`config.mk`:
```
export PLATFORM = sky130hd
export DESIGN_NAME = vga_sync_decoder
export DESIGN_NICKNAME = d
export VERILOG_FILES = /design/src/rtl/vga_sync_decoder.sv
export SDC_FILE = /design/constraint.sdc
export NUM_CORES = 1
export LEC_CHECK = 0
export ABC_CLOCK_PERIOD_IN_PS = 4950
export BUFFER_PORTS_ARGS = -buffer_cell sky130_fd_sc_hd__buf_2
export CORE_MARGIN = 3
export CORE_UTILIZATION = 45
export CTS_CLUSTER_DIAMETER = 30
export DETAILED_ROUTE_END_ITERATION = 16
export PLACE_DENSITY_LB_ADDON = 0.12
export SLEW_MARGIN = 15
export SYNTH_ARGS = -nofsm -noshare
export SYNTH_HDL_FRONTEND = slang
export SYNTH_SLANG_ARGS = --single-unit
```
`constraint.sdc`:
```
create_clock -name clk -period 4.95 [get_ports clk]
set_input_delay 0.495 -clock clk [delete_from_list [all_inputs] [get_ports clk]]
set_output_delay 0.495 -clock clk [all_outputs]
set_load 0.005 [all_outputs]
```
`src/rtl/vga_sync_decoder.sv`:
```
`default_nettype none
// ============================================================================
// Module      : vga_sync_decoder
// Description : Receive-side VGA timing recovery. Samples hsync/vsync from a
//               source in the same clock domain and rebuilds hpos/vpos with
//               flywheel counters that re-align on sync rising edges. Measured
//               line and frame lengths are compared with nominal timing to
//               drive a SEARCH -> HLOCK -> VARM -> LOCKED lock state machine.
// Revision    : 1.0 - initial release
// ============================================================================
module vga_sync_decoder #(
   parameter int H_TOTAL    = 800,
   parameter int V_TOTAL    = 525,
   parameter int H_DISPLAY  = 640,
   parameter int V_DISPLAY  = 480,
   parameter int H_EDGE_POS = 657,
   parameter int V_EDGE_POS = 491,
   parameter int H_TOL      = 2,
   parameter int V_TOL      = 0,
   parameter int LOCK_LINES = 4
) (
   input  logic        clk,
   input  logic        rst_n,
   input  logic        hsync_in,
   input  logic        vsync_in,
   output logic [9:0]  hpos,
   output logic [9:0]  vpos,
   output logic        display_on,
   output logic        locked,
   output logic        new_frame,
   output logic [10:0] line_len,
   output logic [9:0]  frame_lines
);

   // Counter limits and nominal timing, sized to the counters they meet.
   localparam logic [10:0] c_LCNT_MAX  = 11'd2047;
   localparam logic [9:0]  c_FCNT_MAX  = 10'd1023;
   localparam logic [10:0] c_H_TOTAL   = 11'(H_TOTAL);
   localparam logic [10:0] c_H_TOL     = 11'(H_TOL);
   localparam logic [9:0]  c_V_TOTAL   = 10'(V_TOTAL);
   localparam logic [9:0]  c_V_TOL     = 10'(V_TOL);
   localparam logic [9:0]  c_H_LAST    = 10'(H_TOTAL - 1);
   localparam logic [9:0]  c_V_LAST    = 10'(V_TOTAL - 1);
   localparam logic [9:0]  c_H_DISP    = 10'(H_DISPLAY);
   localparam logic [9:0]  c_V_DISP    = 10'(V_DISPLAY);
   // The source is one pixel further along by the time the edge is registered.
   localparam logic [9:0]  c_H_RESYNC  = 10'((H_EDGE_POS + 1) % H_TOTAL);
   localparam logic [9:0]  c_V_RESYNC  = 10'(V_EDGE_POS);
   localparam int          c_GW        = $clog2(LOCK_LINES + 1);
   localparam logic [c_GW-1:0] c_GCNT_ONE = c_GW'(1);
   localparam logic [c_GW-1:0] c_GCNT_LOCK = c_GW'(LOCK_LINES);

   typedef enum logic [1:0] {
      S_SEARCH = 2'd0,
      S_HLOCK  = 2'd1,
      S_VARM   = 2'd2,
      S_LOCKED = 2'd3
   } state_t;

   state_t          r_state;
   logic [c_GW-1:0] r_gcnt;
   logic            r_hs_q;
   logic            r_vs_q;
   logic            r_hseen;
   logic [10:0]     r_lcnt;
   logic [9:0]      r_fcnt;
   logic [9:0]      r_hpos;
   logic [9:0]      r_vpos;
   logic            r_display_on;
   logic            r_locked;
   logic            r_new_frame;
   logic [10:0]     r_line_len;
   logic [9:0]      r_frame_lines;

   logic            w_hrise;
   logic            w_vrise;
   logic            w_hwrap;
   logic            w_timeout;
   logic [10:0]     w_line_dev;
   logic [9:0]      w_frame_dev;
   logic            w_line_ok;
   logic            w_frame_ok;
   logic            w_line_bad;
   logic [c_GW-1:0] w_gcnt_inc;
   logic [9:0]      w_hpos_nxt;
   logic [9:0]      w_vpos_nxt;

   // Rising edges are seen in the same cycle as the first high sample.
   assign w_hrise   = hsync_in & ~r_hs_q;
   assign w_vrise   = vsync_in & ~r_vs_q;
   assign w_hwrap   = ~w_hrise & (r_hpos == c_H_LAST);
   assign w_timeout = (r_lcnt == c_LCNT_MAX);

   // Absolute deviation of the measured periods from nominal.
   assign w_line_dev  = (r_lcnt >= c_H_TOTAL) ? (r_lcnt - c_H_TOTAL) : (c_H_TOTAL - r_lcnt);
   assign w_frame_dev = (r_fcnt >= c_V_TOTAL) ? (r_fcnt - c_V_TOTAL) : (c_V_TOTAL - r_fcnt);

   // The very first hsync edge after reset has no preceding edge to measure from.
   assign w_line_ok  = r_hseen & (w_line_dev <= c_H_TOL);
   assign w_frame_ok = (w_frame_dev <= c_V_TOL);
   assign w_line_bad = w_hrise & ~w_line_ok;
   assign w_gcnt_inc = r_gcnt + c_GCNT_ONE;

   // Next flywheel position: sync edges snap, otherwise free-run with wrap.
   always_comb begin
      w_hpos_nxt = r_hpos + 10'd1;
      if (w_hrise) begin
         w_hpos_nxt = c_H_RESYNC;
      end else if (r_hpos == c_H_LAST) begin
         w_hpos_nxt = '0;
      end
      w_vpos_nxt = r_vpos;
      if (w_vrise) begin
         w_vpos_nxt = c_V_RESYNC;
      end else if (w_hwrap) begin
         w_vpos_nxt = (r_vpos == c_V_LAST) ? 10'd0 : (r_vpos + 10'd1);
      end
   end

   // Previous sync samples, first-edge flag and the frame-start pulse.
   always_ff @(posedge clk or negedge rst_n) begin
      if (!rst_n) begin
         r_hs_q      <= 1'b0;
         r_vs_q      <= 1'b0;
         r_hseen     <= 1'b0;
         r_new_frame <= 1'b0;
      end else begin
         r_hs_q      <= hsync_in;
         r_vs_q      <= vsync_in;
         r_new_frame <= w_vrise;
         if (w_hrise) begin
            r_hseen <= 1'b1;
         end
      end
   end

   // Clocks since the last hsync edge; saturation marks a lost hsync.
   always_ff @(posedge clk or negedge rst_n) begin
      if (!rst_n) begin
         r_lcnt     <= '0;
         r_line_len <= '0;
      end else if (w_hrise) begin
         r_lcnt     <= 11'd1;
         r_line_len <= r_lcnt;
      end else if (r_lcnt != c_LCNT_MAX) begin
         r_lcnt <= r_lcnt + 11'd1;
      end
   end

   // Hsync edges per vsync period; a coincident hsync opens the new tally.
   always_ff @(posedge clk or negedge rst_n) begin
      if (!rst_n) begin
         r_fcnt        <= '0;
         r_frame_lines <= '0;
      end else if (w_vrise) begin
         r_frame_lines <= r_fcnt;
         r_fcnt        <= w_hrise ? 10'd1 : 10'd0;
      end else if (w_hrise && (r_fcnt != c_FCNT_MAX)) begin
         r_fcnt <= r_fcnt + 10'd1;
      end
   end

   // Recovered raster position.
   always_ff @(posedge clk or negedge rst_n) begin
      if (!rst_n) begin
         r_hpos <= '0;
         r_vpos <= '0;
      end else begin
         r_hpos <= w_hpos_nxt;
         r_vpos <= w_vpos_nxt;
      end
   end

   // Lock state machine; line faults are judged ahead of frame faults, and
   // locked/display_on follow the state register by one clock.
   always_ff @(posedge clk or negedge rst_n) begin
      if (!rst_n) begin
         r_state      <= S_SEARCH;
         r_gcnt       <= '0;
         r_locked     <= 1'b0;
         r_display_on <= 1'b0;
      end else begin
         r_locked     <= (r_state == S_LOCKED);
         r_display_on <= (r_state == S_LOCKED) &&
                         (w_hpos_nxt < c_H_DISP) && (w_vpos_nxt < c_V_DISP);
         if (w_timeout || w_line_bad) begin
            r_state <= S_SEARCH;
            r_gcnt  <= '0;
         end else begin
            case (r_state)
               S_SEARCH: begin
                  if (w_hrise) begin
                     r_gcnt <= w_gcnt_inc;
                     if (w_gcnt_inc == c_GCNT_LOCK) begin
                        r_state <= S_HLOCK;
                     end
                  end
               end
               S_HLOCK: begin
                  // First vsync only arms the frame measurement.
                  if (w_vrise) begin
                     r_state <= S_VARM;
                  end
               end
               S_VARM: begin
                  if (w_vrise && w_frame_ok) begin
                     r_state <= S_LOCKED;
                  end
               end
               S_LOCKED: begin
                  if (w_vrise && !w_frame_ok) begin
                     r_state <= S_SEARCH;
                     r_gcnt  <= '0;
                  end
               end
               default: begin
                  r_state <= S_SEARCH;
                  r_gcnt  <= '0;
               end
            endcase
         end
      end
   end

   assign hpos        = r_hpos;
   assign vpos        = r_vpos;
   assign display_on  = r_display_on;
   assign locked      = r_locked;
   assign new_frame   = r_new_frame;
   assign line_len    = r_line_len;
   assign frame_lines = r_frame_lines;

endmodule
`default_nettype wire
```
==> results of run 1 <==
-- cell type report --
cell class / count / area share
Sequential cell: 73 / 0.386
Inverter: 19 / 0.0151
Timing Repair Buffer: 50 / 0.0550
Multi-Input combinational cell: 359 / 0.477
Clock inverter: 6 / 0.0127
Clock buffer: 9 / 0.0262
Tap cell: 108 / 0.0285
-- kinds of logic after synthesis --
| kind of cell | share of synthesized area |
|---|---|
| and+or+nand+nor | 0.244 |
| AOI/OAI and AO/OA | 0.142 |
| DFF | 0.430 |
| buffers and inverters | 0.0389 |
| xor gates and xnor gates | 0.0598 |
| adders and majority gates | 0.0648 |
| muxes | 0.0215 |
-- synthesized netlist by cell type (9+ instances only) --
library cell,n
dfrtp_1,73
nand2_1,72
nor2_1,46
o21ai_0,33
ha_1,22
a21oi_1,21
clkbuf_1,21
inv_1,18
nand3_1,18
xnor2_1,16
xor2_1,13
nor3_1,9
-- worst max-delay path by stage --
| stage | from | endpoint | slack (ps) | cells past startpoint |
|---|---|---|---|---|
| floorplan | r_fcnt[6] | r_state[0] | 2200 | 9 |
| detailed placement | r_lcnt[0] | r_state[0] | 1890 | 10 |
| global route | r_lcnt[0] | r_state[0] | 1370 | 10 |
| finish | r_lcnt[0] | r_state[0] | 1840 | 10 |
| CTS | r_lcnt[0] | r_state[0] | 1850 | 10 |
| global placement | r_fcnt[4] | r_state[0] | 1940 | 8 |
-- per-layer routing --
| metal | vias to the layer above | global-route usage | routed length [um] |
|---|---|---|---|
| li1 | 1732 | - | - |
| met2 | 58 | 0.298 | 4380 |
| met3 | 4 | 0.0382 | 303 |
| met4 | 0 | 0.0398 | 30 |
| met1 | 1697 | 0.266 | 4680 |
| met5 | - | 0 | 0 |
-- worst register-to-register path, cell delays in order (launching register included) --
cell and delay (ps):
dfrtp_1 450, inv_1 130, ha_1 210, or3b_1 410, nor3_1 190, and3b_1 210, o32ai_1 280, a2bb2oi_1 130
o41ai_2 660, o21ai_0 200, mux2i_1 170
-- sequential cells by signal (all words and copies together), names as in the netlist --
register	flops
line_len	11
r_lcnt	11
frame_lines	10
hpos	10
r_fcnt	10
vpos	10
r_gcnt	3
r_state	2
display_on	1
locked	1
new_frame	1
r_hs_q	1
r_hseen	1
r_vs_q	1
-- through the flow --
step / instances / utilization
after floorplan: 474 / -
after global placement: 609 / 0.510
after detailed placement: 609 / 0.510
after CTS: 624 / 0.530
after global routing: 624 / 0.530
final: 624 / 0.530
-- where the power goes --
part           leakage, uW  total [uW]  switching [uW]  internal (uW)
logic              0.00119         331             181            150
registers         0.000928         744            81.4            662
clock network    0.0000909         451             223            227
total              0.00221        1530             486           1040
==> qor.yml, run 1 <==
run_status:
  status: "finished clean"
cells_and_area:
  drive_above_1_share: 0.155
  n_antenna_cell: 0
  layout_commonest_cell: "dfrtp_1"
  seq_area_um2: 1830
  multiInputGateArea_um2: 2260
  num-fill-cells: 863
  fin_nets: 538
  area_growth_syn_to_layout_pct: 11.4
  design_area_um2: 4740
  final_cell_mix: "dfrtp_1 (73), nand2_1 (72), nor2_1 (46), buf_2 (46), o21ai_0 (33)"
placement:
  dp.final_hpwl_um: 6550
  placed_cell_area_um2: 4550
  numPortBuffers: 47
  post-place-ws_ps: 1890
  gp_congestion: 0.949
cts:
  tritoncts: "built"
  ctsLongestPathBuffers: 2
  cts.sinks: 73
  cts-hold-fix-buffers: 0
  clk_pin_slew_ps: 80
  htree_num_levels: 3
  root_buffer: "clkbuf_8"
  cts_resized: 0
  numCtsBuffers: 9
  cts_setup_buffers: 0
  clkLatencyLatePin_ps: 340
logic_synthesis:
  post_synth_inst_count: 474
  synthesis.nets: 500
  synth_top_area_share: 0.430
  ys_top_cells_by_area: "dfrtp_1 (43%), ha_1 (6.5%), nand2_1 (6.4%)"
  yosys_register_bits: 73
  async_flop_share: 1.00
  post_synth.cell_area_avg_um2: 8.97
  synth_edf_count: 0
  syn_area_um2: 4250
  ys_seq_area_frac: 0.430
  synth_cell_type_count: 62
  synth_area_leader_cell: "dfrtp_1"
  yosys_warnings: 0
  yosys_most_used_dff: "dfrtp_1"
drt:
  via_per_inst: 5.59
  drc: 0
  antenna_left: 0
  drt-initial-drc-count: 107
  post_drt_wl_per_cell_um: 15.1
  dr_total_vias: 3491
  dr.pass1.iters: 5
  wl_um: 9390
timing:
  slew_violations: 0
  timing.hold.ws_ps: 272
  fin_tns_setup_ps: 0
  hold_viol_final: 0
  max_freq_mhz: 322
  timing.final.crit_period_ps: 3110
  fin_crit_sh: 0.628
  setup_violations: 0
  grt_setup_unrepaired: "false"
  fin_skew_ps: 9.69
  maxSlewHeadroom: 0.354
  worst_pin_slew_ps: 961
  setup_ws_ps: 1840
critical_path:
  path_buf_inv: 1
  path_max_fanout: 10
  slowest_delay_ps: 660
  critical-path-top-delay-family: "compound AO/OA/AOI/OAI gates"
  cp.arrival_ps: 3370
  worst_path_max_delay_cell: "o41ai_2"
  rrSetupSlack_ps: 1840
  critPathLaunchType: "register"
  reg2reg_from: "r_lcnt[0]"
  r2r_end: "r_state[0]"
  cp-end-kind: "register"
  crit_chain: "inv_1 > ha_1 > or3b_1 > nor3_1 > and3b_1 > o32ai_1 > a2bb2oi_1 > o41ai_2 > o21ai_0 > mux2i_1"
  path_class: "register to register"
  worst_r2r_path_depth: 10
  cp.required_ps: 5220
floorplan:
  die-area_um2: 10600
  fp.dieW_um: 103
  die_height_um: 103
  rows: 34
  initial_core_util: 0.476
  core_um2: 8930
  io_pins: 48
global_route:
  grt_pass1_vias: 3283
  grt_use_total: 0.187
  grt-ovfl-total: 0
  grt_max_degree: 74
  grt_pass1_wl_um: 16000
  antenna_found_initial: 0
flow_run:
  maxCapViolCount: 0
power:
  finalPower_uw: 1530
  p_leak_uw: 0.00221
  p_per_area_nw_per_um2: 322
  ir_drop_mv: 0.214
min_path:
  worstHoldPathType: "input pin to async pin"
Power figures use the tool's default switching activity.
==> run 2, diff against run 1 <==
--- a/config.mk
+++ b/config.mk
@@ -5,7 +5,8 @@
 export SDC_FILE = /design/constraint.sdc
 export NUM_CORES = 1
 export LEC_CHECK = 0
-export ABC_CLOCK_PERIOD_IN_PS = 4950
+export ABC_AREA = 1
+export ABC_CLOCK_PERIOD_IN_PS = 2700
 export BUFFER_PORTS_ARGS = -buffer_cell sky130_fd_sc_hd__buf_2
 export CORE_MARGIN = 3
 export CORE_UTILIZATION = 45
==> constraint.sdc (replaced) <==
create_clock -name clk -period 2.7 [get_ports clk]
set_input_delay 0.27 -clock clk [delete_from_list [all_inputs] [get_ports clk]]
set_output_delay 0.27 -clock clk [all_outputs]
set_load 0.005 [all_outputs]
==> qor.yml, run 2 <==
placement:
  numPortBuffers: 47  # unchanged
  dp.final_hpwl_um: 7230  # was 6550 um
  post-place-ws_ps: 354  # was 1890 ps
  gp_congestion: 0.948  # was 0.949
  dp.cells: 741  # was 609
cells_and_area:
  seq_area_um2: 1830  # about the same
  final_cell_count_no_fill: 757  # was 624
  multiInputGateArea_um2: 2210  # was 2260 um2
  layout_commonest_cell: "nand2_1"  # was dfrtp_1
  fin_nets: 649  # was 538
  n_antenna_cell: 0  # unchanged
  area_growth_syn_to_layout_pct: 15.3  # was 11.4%
  num-fill-cells: 902  # was 863
  final_core_util: 0.539  # was 0.530
  drive_above_1_share: 0.170  # was 0.155
  final_cell_mix: "nand2_1 (146), dfrtp_1 (72), inv_1 (62), nor2_1 (49), buf_2 (46)"  # was dfrtp_1 (73), nand2_1 (72), nor2_1 (46), buf_2 (46), o21ai_0 (33)
drt:
  drt-initial-drc-count: 192  # was 107
  antenna_left: 0  # unchanged
  dr.pass1.iters: 5  # unchanged
  post_drt_wl_per_cell_um: 13.2  # was 15.1 um
  wl_um: 9970  # was 9390 um
  drc: 0  # unchanged
  via_per_inst: 5.06  # was 5.59
  dr_total_vias: 3832  # was 3491
cts:
  clkLatencyLatePin_ps: 350  # was 340 ps
  cts.sinks: 73  # unchanged
  ctsLongestPathBuffers: 2  # unchanged
  htree_num_levels: 3  # unchanged
  clk_pin_slew_ps: 80  # about the same
  tritoncts: "built"  # unchanged
  root_buffer: "clkbuf_8"  # unchanged
  numCtsBuffers: 9  # unchanged
timing:
  grt_setup_unrepaired: "false"  # unchanged
  fin_skew_ps: 9.73  # was 9.69 ps
  setup_ws_ps: 332  # was 1840 ps
  slew_violations: 0  # unchanged
  hold_viol_final: 0  # unchanged
  fin_tns_setup_ps: 0  # unchanged
  maxSlewHeadroom: 0.385  # was 0.354
  timing.final.crit_period_ps: 2370  # was 3110 ps
  fin_crit_sh: 0.877  # was 0.628
  setup_violations: 0  # unchanged
  worst_pin_slew_ps: 922  # was 961 ps
  max_freq_mhz: 422  # was 322 MHz
logic_synthesis:
  post_synth.cell_area_avg_um2: 7.64  # was 8.97 um2
  syn_area_um2: 4360  # was 4250 um2
  synth_common_cells: "nand2_1 (146), dfrtp_1 (73), inv_1 (62)"  # was dfrtp_1 (73), nand2_1 (72), nor2_1 (46)
  ys_top_cells_by_area: "dfrtp_1 (42%), nand2_1 (13%), ha_1 (6.3%)"  # was dfrtp_1 (43%), ha_1 (6.5%), nand2_1 (6.4%)
  async_flop_share: 1.00  # unchanged
  synthesis.nets: 597  # was 500
  synth_edf_count: 0  # unchanged
  ys_seq_area_frac: 0.419  # was 0.430
  post_synth_inst_count: 571  # was 474
  synth_cell_type_count: 42  # was 62
  yosys_most_used_dff: "dfrtp_1"  # unchanged
  yosys_register_bits: 73  # unchanged
  synth_area_leader_cell: "dfrtp_1"  # unchanged
  yosys_warnings: 0  # unchanged
  synth_top_area_share: 0.419  # was 0.430
  synth_most_common_cell: "nand2_1"  # was dfrtp_1
power:
  p_leak_uw: 0.00262  # was 0.00221 uW
  p_per_area_nw_per_um2: 684  # was 322 nW/um2
  ir_drop_mv: 0.520  # was 0.214 mV
floorplan:
  fp.dieW_um: 104  # was 103 um
  core_um2: 9330  # was 8930 um2
  rows: 35  # was 34
  die_height_um: 104  # was 103 um
  io_pins: 48  # unchanged
  die-area_um2: 10900  # was 10600 um2
  initial_core_util: 0.468  # was 0.476
global_route:
  antenna_found_initial: 0  # unchanged
  grt_pass1_vias: 3671  # was 3283
  grt_use_total: 0.191  # was 0.187
  grt_max_degree: 74  # unchanged
  grt_pass1_wl_um: 17300  # was 16000 um
  grt-ovfl-total: 0  # unchanged
critical_path:
  cp-end-kind: "register"  # unchanged
  path_buf_inv: 1  # unchanged
  path_max_fanout: 9  # was 10
  critical-path-top-delay-family: "simple AND/OR/NAND/NOR gates"  # was compound AO/OA/AOI/OAI gates
  crit_path_frequent_cell: "nand2_1"
  path_class: "register to register"  # unchanged
  slowest_delay_ps: 480  # was 660 ps
  cp.required_ps: 2980  # was 5220 ps
  cp.arrival_ps: 2650  # was 3370 ps
  crit_chain: "inv_2 > ha_1 > nand2_1 > a21oi_1 > nand2_2 > nor2_1 > xor2_1 > nand2_1 > nor2_2 > nand3_2 > nand2_2 > nand3_2 > nand2_2 > nand2_1 > nand2_1"  # was inv_1 > ha_1 > or3b_1 > nor3_1 > and3b_1 > o32ai_1 > a2bb2oi_1 > o41ai_2 > o21ai_0 > mux2i_1
  critPathLaunchType: "register"  # unchanged
  worst_path_max_delay_cell: "dfrtp_2"  # was o41ai_2
run_status:
  status: "finished clean"  # unchanged
min_path:
  worstHoldPathType: "input pin to async pin"  # unchanged
flow_run:
  maxCapViolCount: 0  # unchanged
run 2: cell count changes in the layout (fill, tap and decap cells not counted), sizes merged, moves of 9 or more:
| cell | before | now |
|---|---|---|
| xnor2 | 16 | 6 |
| nand3 | 18 | 40 |
| nand2 | 72 | 156 |
| nor2 | 46 | 55 |
| inv | 18 | 73 |
| o21ai | 33 | 47 |
run 2: worst paths after layout:
| path | start | to | slack, ps | depth (start not counted) |
|---|---|---|---|---|
| worst max-delay path | r_lcnt[5] | r_gcnt[2] | 330 | 15 |
| worst min-delay path | rst_n | hpos[3] | 50 | 1 |
| worst max register to register | r_lcnt[5] | r_gcnt[2] | 330 | 15 |
| worst min register to register | frame_lines[4] | frame_lines[4] | 480 | 2 |
| max in group asynchronous | rst_n | r_lcnt[5] | 1990 | 1 |
| min in group clk | vsync_in | r_vs_q | 50 | 1 |
run 2: layout make-up:
type	count	area share
Multi-Input combinational cell	413	0.439
Sequential cell	73	0.364
Inverter	74	0.0555
Timing Repair Buffer	52	0.0547
Tap cell	129	0.0321
Clock buffer	10	0.0274
Clock inverter	6	0.0274
run 2: timing repair:
action / in CTS / in global routing
buffers inserted: 0 / 0
endpoints found under the setup margin: 0 / 3
hold buffers: 0 / 0
gates resized for setup: 0 / 1
run 2: kinds of logic after synthesis:
group / synth area share
and+or+nand+nor: 0.295
AOI/OAI and AO/OA: 0.106
buffers and inverters: 0.0748
DFF: 0.419
adders and majority gates: 0.0631
xor gates and xnor gates: 0.0422
run 2: routing by layer:
layer	track usage	vias to the layer above	wire (um)
li1	-	1949	-
met1	0.256	1790	4630
met2	0.316	79	4800
met3	0.0354	14	389
met4	0.0560	0	151
met5	0	-	0
run 2: per-stage QoR:
stage | power [uW] | instance area, um2 | hold slack, ps
finish | 3440 | 5030 | 47.3
global route | 3690 | 5030 | 31.5
CTS | 3480 | 5030 | 28.1
detailed placement | 2280 | 4750 | 398
global placement | 2270 | 4750 | 394
floorplan | 2010 | 4360 | -25.6
run 2: power by group:
| group | internal, uW | total (uW) | switching (uW) |
|---|---|---|---|
| logic | 350 | 887 | 537 |
| registers | 1240 | 1380 | 138 |
| clock network | 738 | 1180 | 437 |
| total | 2330 | 3440 | 1110 |
